==> config.mk <==
export PLATFORM = sky130hd
export DESIGN_NAME = p_divider
export DESIGN_NICKNAME = d
export VERILOG_FILES = /design/src/rtl/p_divider.sv
export SDC_FILE = /design/constraint.sdc
export NUM_CORES = 1
export LEC_CHECK = 0
export ABC_AREA = 1
export ABC_CLOCK_PERIOD_IN_PS = 5100
export CORE_ASPECT_RATIO = 2
export CORE_MARGIN = 4
export CORE_UTILIZATION = 55
export DETAILED_ROUTE_END_ITERATION = 6
export GPL_TIMING_DRIVEN = 0
export PLACE_DENSITY_LB_ADDON = 0.08
export RECOVER_POWER = 100
export SETUP_SLACK_MARGIN = 0.15
export SLEW_MARGIN = 10
export SYNTH_ARGS = -nofsm -noshare
export SYNTH_HDL_FRONTEND = slang
export SYNTH_SLANG_ARGS = --single-unit
==> constraint.sdc <==
create_clock -name clk -period 5.1 [get_ports clk]
set_input_delay 0.51 -clock clk [delete_from_list [all_inputs] [get_ports clk]]
set_output_delay 0.51 -clock clk [all_outputs]
set_load 0.1 [all_outputs]
==> src/rtl/p_divider.sv <==
// p_divider: iterative radix-2 restoring unsigned divider.
// Divides a 2*WIDTH-bit dividend by a WIDTH-bit divisor, one quotient bit per clock.
// A quotient too wide for WIDTH bits (including divide-by-zero) is flagged at the accept edge
// and finishes in a single cycle.
module p_divider #(
    parameter int WIDTH = 8
) (
    input  logic               clk,
    input  logic               reset,
    input  logic               enable,
    input  logic [2*WIDTH-1:0] dataa,
    input  logic [WIDTH-1:0]   datab,
    output logic               busy,
    output logic               ready,
    output logic [WIDTH-1:0]   quot,
    output logic [WIDTH-1:0]   rem,
    output logic               div_zero,
    output logic               overflow
);

    localparam int CW = (WIDTH > 1) ? $clog2(WIDTH) : 1;
    localparam logic [CW-1:0] CNT_START = CW'(WIDTH - 1);

    typedef enum logic [1:0] {IDLE, RUN, DONE} state_t;

    state_t           state_q, state_d;
    logic [CW-1:0]    cnt_q, cnt_d;
    logic [WIDTH-1:0] divisor_q, divisor_d;
    logic [WIDTH:0]   r_q, r_d;
    logic [WIDTH-1:0] q_q, q_d;
    logic [WIDTH-1:0] quot_q, quot_d;
    logic [WIDTH-1:0] rem_q, rem_d;
    logic             div_zero_q, div_zero_d;
    logic             overflow_q, overflow_d;

    logic             accept;
    logic [WIDTH-1:0] dividendHigh;
    logic [WIDTH-1:0] dividendLow;
    logic             inputOverflow;
    logic [WIDTH:0]   trial;
    logic [WIDTH:0]   trialDiff;
    logic             trialFits;
    logic [WIDTH:0]   rStep;
    logic [WIDTH:0]   qWide;
    logic [WIDTH-1:0] qStep;

    // Accept decode, overflow pre-check and one restoring-division trial step
    always_comb begin
        accept        = (state_q == IDLE) && enable;
        dividendHigh  = dataa[2*WIDTH-1:WIDTH];
        dividendLow   = dataa[WIDTH-1:0];
        inputOverflow = (dividendHigh >= datab);
        trial         = {r_q[WIDTH-1:0], q_q[WIDTH-1]};
        trialFits     = (trial >= {1'b0, divisor_q});
        trialDiff     = trial - {1'b0, divisor_q};
        rStep         = trialFits ? trialDiff : trial;
        qWide         = {q_q, trialFits};
        qStep         = qWide[WIDTH-1:0];
    end

    // State register; reset abandons any operation in flight
    always_ff @(posedge clk or posedge reset) begin
        if (reset) begin
            state_q <= IDLE;
        end else begin
            state_q <= state_d;
        end
    end

    // Next-state logic: overflowing requests skip straight to DONE
    always_comb begin
        state_d = state_q;
        unique case (state_q)
            IDLE: begin
                if (accept) begin
                    state_d = inputOverflow ? DONE : RUN;
                end
            end
            RUN: begin
                if (cnt_q == '0) begin
                    state_d = DONE;
                end
            end
            DONE:    state_d = IDLE;
            default: state_d = IDLE;
        endcase
    end

    // Datapath next values; visible results only change on entry to DONE
    always_comb begin
        cnt_d      = cnt_q;
        divisor_d  = divisor_q;
        r_d        = r_q;
        q_d        = q_q;
        quot_d     = quot_q;
        rem_d      = rem_q;
        div_zero_d = div_zero_q;
        overflow_d = overflow_q;
        unique case (state_q)
            IDLE: begin
                if (accept) begin
                    divisor_d = datab;
                    r_d       = {1'b0, dividendHigh};
                    q_d       = dividendLow;
                    cnt_d     = CNT_START;
                    if (inputOverflow) begin
                        quot_d     = '1;
                        rem_d      = '0;
                        overflow_d = 1'b1;
                        div_zero_d = (datab == '0);
                    end
                end
            end
            RUN: begin
                r_d = rStep;
                q_d = qStep;
                if (cnt_q == '0) begin
                    quot_d     = qStep;
                    rem_d      = rStep[WIDTH-1:0];
                    overflow_d = 1'b0;
                    div_zero_d = 1'b0;
                end else begin
                    cnt_d = cnt_q - CW'(1);
                end
            end
            default: begin
            end
        endcase
    end

    // Datapath registers
    always_ff @(posedge clk or posedge reset) begin
        if (reset) begin
            cnt_q      <= '0;
            divisor_q  <= '0;
            r_q        <= '0;
            q_q        <= '0;
            quot_q     <= '0;
            rem_q      <= '0;
            div_zero_q <= 1'b0;
            overflow_q <= 1'b0;
        end else begin
            cnt_q      <= cnt_d;
            divisor_q  <= divisor_d;
            r_q        <= r_d;
            q_q        <= q_d;
            quot_q     <= quot_d;
            rem_q      <= rem_d;
            div_zero_q <= div_zero_d;
            overflow_q <= overflow_d;
        end
    end

    // Handshake outputs decoded from state; results straight from registers
    always_comb begin
        busy     = (state_q != IDLE);
        ready    = (state_q == DONE);
        quot     = quot_q;
        rem      = rem_q;
        div_zero = div_zero_q;
        overflow = overflow_q;
    end

endmodule

==> impl_metrics.csv <==
group,metric,value,unit
cells_and_area,nNetsFinal,463,
cells_and_area,fillCellCount,449,
clock_network,htree_num_levels,2,
detailed_routing,route.met2.wl,3718,um
clock_network,cts_setup_buffers,0,
floorplanning,die_area,6358,sq um
detailed_routing,via_per_inst,5.223,
grt,grt_max_degree,34,
synth,netlist.area_leader.share,42.06,%
critical_path,path_cells,"dlygate4sd3_1, inv_1, clkbuf_1",
grt,grtUsageTotal,23.74,%
flow_run,drv_cap,1,
grt,grt_pass1_wl,11360,um
placed_design,routabilityCongestion,0.9305,
critical_path,rr_startpoint,"r_q[5]",
synth,synth_edf_count,0,
critical_path,cp_max_fo,33,
hold_path,hp-start,"rem[2]",
detailed_routing,topRoutingLayerUsed,"met4",
clock_network,postCtsResizedCells,0,
synth,synth-compound-area-share,11.05,%
detailed_routing,routed-wl-met3,295,um
cells_and_area,layout-drive-gt1-share,4.545,%
critical_path,worstPathRequired,5.20,ns
floorplanning,die_y,108.8,um
sta,period_share,52.97,%
synth,yosys.area.top_type,"dfrtp_1",
outcome,violations,"capacitance limit, slew limit",
synth,ys_types,34,
floorplanning,fp.coreArea,4910,sq um
sta,rsz0062_at_grt,"false",
synth,netlist_instances,363,
synth,synthSimpleGateAreaFrac,27.47,%
cells_and_area,antenna_cells,0,
synth,synth_most_common_cell,"nand2_1",
synth,syn_area_per_cell,7.704,sq um
clock_network,cts_num_sinks,47,
synth,synthXorXnorAreaFrac,0.6264,%
detailed_routing,drc,0,
detailed_routing,routedWlPerCell,14.11,um
synth,synthesis.nets,409,
clock_network,clock_path_buffers,2,
synth,ys_seq_area_share,42.06,%
critical_path,startpoint,"reset",
detailed_routing,drtIter0Drc,107,
critical_path,critPathBufInv,3,
sta,fmax,370.2,MHz
hold_path,hold_path_class,"reg -> reg",
outcome,run_status,"complete, but fails checks",
clock_network,clk_pin_slew,0.08,ns
sta,relSlewSlack,-17.59,%
synth,synth_top_cells_by_count,"nand2_1, inv_1, dfrtp_1",
synth,synth_area_leaders,"dfrtp_1, nand2_1, ha_1, inv_1, nand3_1",
critical_path,slowest_delay,1.32,ns
clock_network,cts-buffers-inserted,5,
floorplanning,io_pins,47,
sta,finClkSkew,0.007995,ns
detailed_routing,via_count,2481,
critical_path,path_delay_family,"buffers and inverters",
synth,ys_ff_latch,47,
floorplanning,chipWidth,58.42,um
grt,globalRouteOverflowTotal,0,
placed_design,dp_hpwl,5381,um
floorplanning,rows,36,
detailed_routing,drt-met1-wl,2502,um
grt,first_global_vias,2611,
sta,finalMaxSlewViolations,34,
clock_network,tritoncts,"done",
sta,post-route-min-period,2.702,ns
detailed_routing,ant_nets,0,
sta,hold_viol_final,0,
critical_path,cp.arrival,2.80,ns
clock_network,insertion_delay,0.31,ns
sta,tns,0,ns
synth,synth_fa_ha_area_share,8.770,%
critical_path,cp_slowest_cell,"clkbuf_1",
sta,setup_viol,0,
critical_path,critPathKind,"in -> async",
placed_design,portBuffers,46,
clock_network,ctsRootBufferMaster,"clkbuf_8",
synth,synth_top_family_by_area,"simple AND/OR/NAND/NOR gates",
floorplanning,start_util,56.96,%
synth,synth_top_flop_cell,"dfrtp_1",
synth,ys_async_sr_fraction,100.0,%
critical_path,start_kind,"input port",
detailed_routing,dr.pass1.iters,4,
synth,syn_area,2796,sq um
sta,worst_pin_slew,1.764,ns
detailed_routing,wirelength,6701,um
synth,synth_warnings,0,
synth,synth_mux_area_share,0,%
cells_and_area,syn2layout_area_growth,21.21,%
critical_path,end_kind,"asynchronous set/reset pin",
grt,antenna_found_initial,0,
clock_network,cts_hold_buf,0,
==> sequential cells by signal, indices dropped and copies added, names as in the netlist <==
name       count
quot           8
divisor_q      8
div_zero       1
state_q        2
rem            8
overflow       1
q_q            8
r_q            8
cnt_q          3
==> worst paths after layout <==
path                       depth (start not counted)            to  slack [ns]
max in group clk                                  10        r_q[1]        2.46
min                                                2        rem[2]        0.48
min reg2reg                                        2        rem[2]        0.48
min in group asynchronous                          2  divisor_q[1]        0.68
max                                                3        q_q[7]        2.40
max reg2reg                                       10        r_q[1]        2.46
==> worst reg2reg max path: stages (launching register included) <==
cell and delay, ns:
dfrtp_1 0.41, ha_1 0.37, nand2_1 0.09, nand2_1 0.08, nand2_1 0.07, nand2_1 0.05
a21oi_1 0.61, nand2_1 0.41, nand2_1 0.14, nand3_1 0.11, a21boi_0 0.22
==> area by class of cell <==
cell class | instances | area, sq um | area share [%]
Timing Repair Buffer | 47 | 464.2 | 13.70
Inverter | 58 | 217.7 | 6.423
Multi-Input combinational cell | 247 | 1311 | 38.69
Clock buffer | 6 | 82.58 | 2.436
Tap cell | 57 | 71.32 | 2.104
Buffer | 11 | 50.05 | 1.477
Clock inverter | 2 | 16.27 | 0.4799
Sequential cell | 47 | 1176 | 34.70
==> metrics by stage <==
step	instances	util, %	hold WS, ns	setup slack [ns]	area, sq um
floorplan	363	-	0.4493	2.936	2796
global placement	466	67.79	0.4610	2.559	3328
detailed placement	467	68.20	0.4640	2.612	3348
CTS	475	70.21	0.4803	2.546	3447
global route	475	69.04	0.5076	1.946	3390
finish	475	69.04	0.4770	2.398	3390
==> metal layers <==
layer,track usage [%],vias to the layer above
met5,0,-
met4,11.77,0
met3,4.265,15
met2,44.32,56
met1,24.20,1144
li1,-,1266
==> cells in the final DEF (no fill, tap or decap), drive strengths merged <==
master	instances
o21a	2
clkbuf	16
dfrtp	47
a21o	1
a21boi	2
o31ai	7
o21ai	23
buf	2
nand4	8
nand3	24
nor3	1
xnor2	2
inv	58
a21oi	17
a22oi	1
clkinv	1
dlygate4sd3	23
clkinvlp	1
clkdlybuf4s50	23
nor4	2
ha	18
nand2	112
or2	7
nor2	19
fa	1
==> cells by family (layout without fill, tap and decap cells) <==
family,after synthesis,count (layout)
AOI/OAI and AO/OA,53,53
adders and majority gates,19,19
xor gates and xnor gates,2,2
buffers and inverters,69,124
DFF,47,47
and+or+nand+nor,173,173
Power is not shown: default switching activity piles up to over one toggle a cycle in this logic, so the estimate is an artifact.
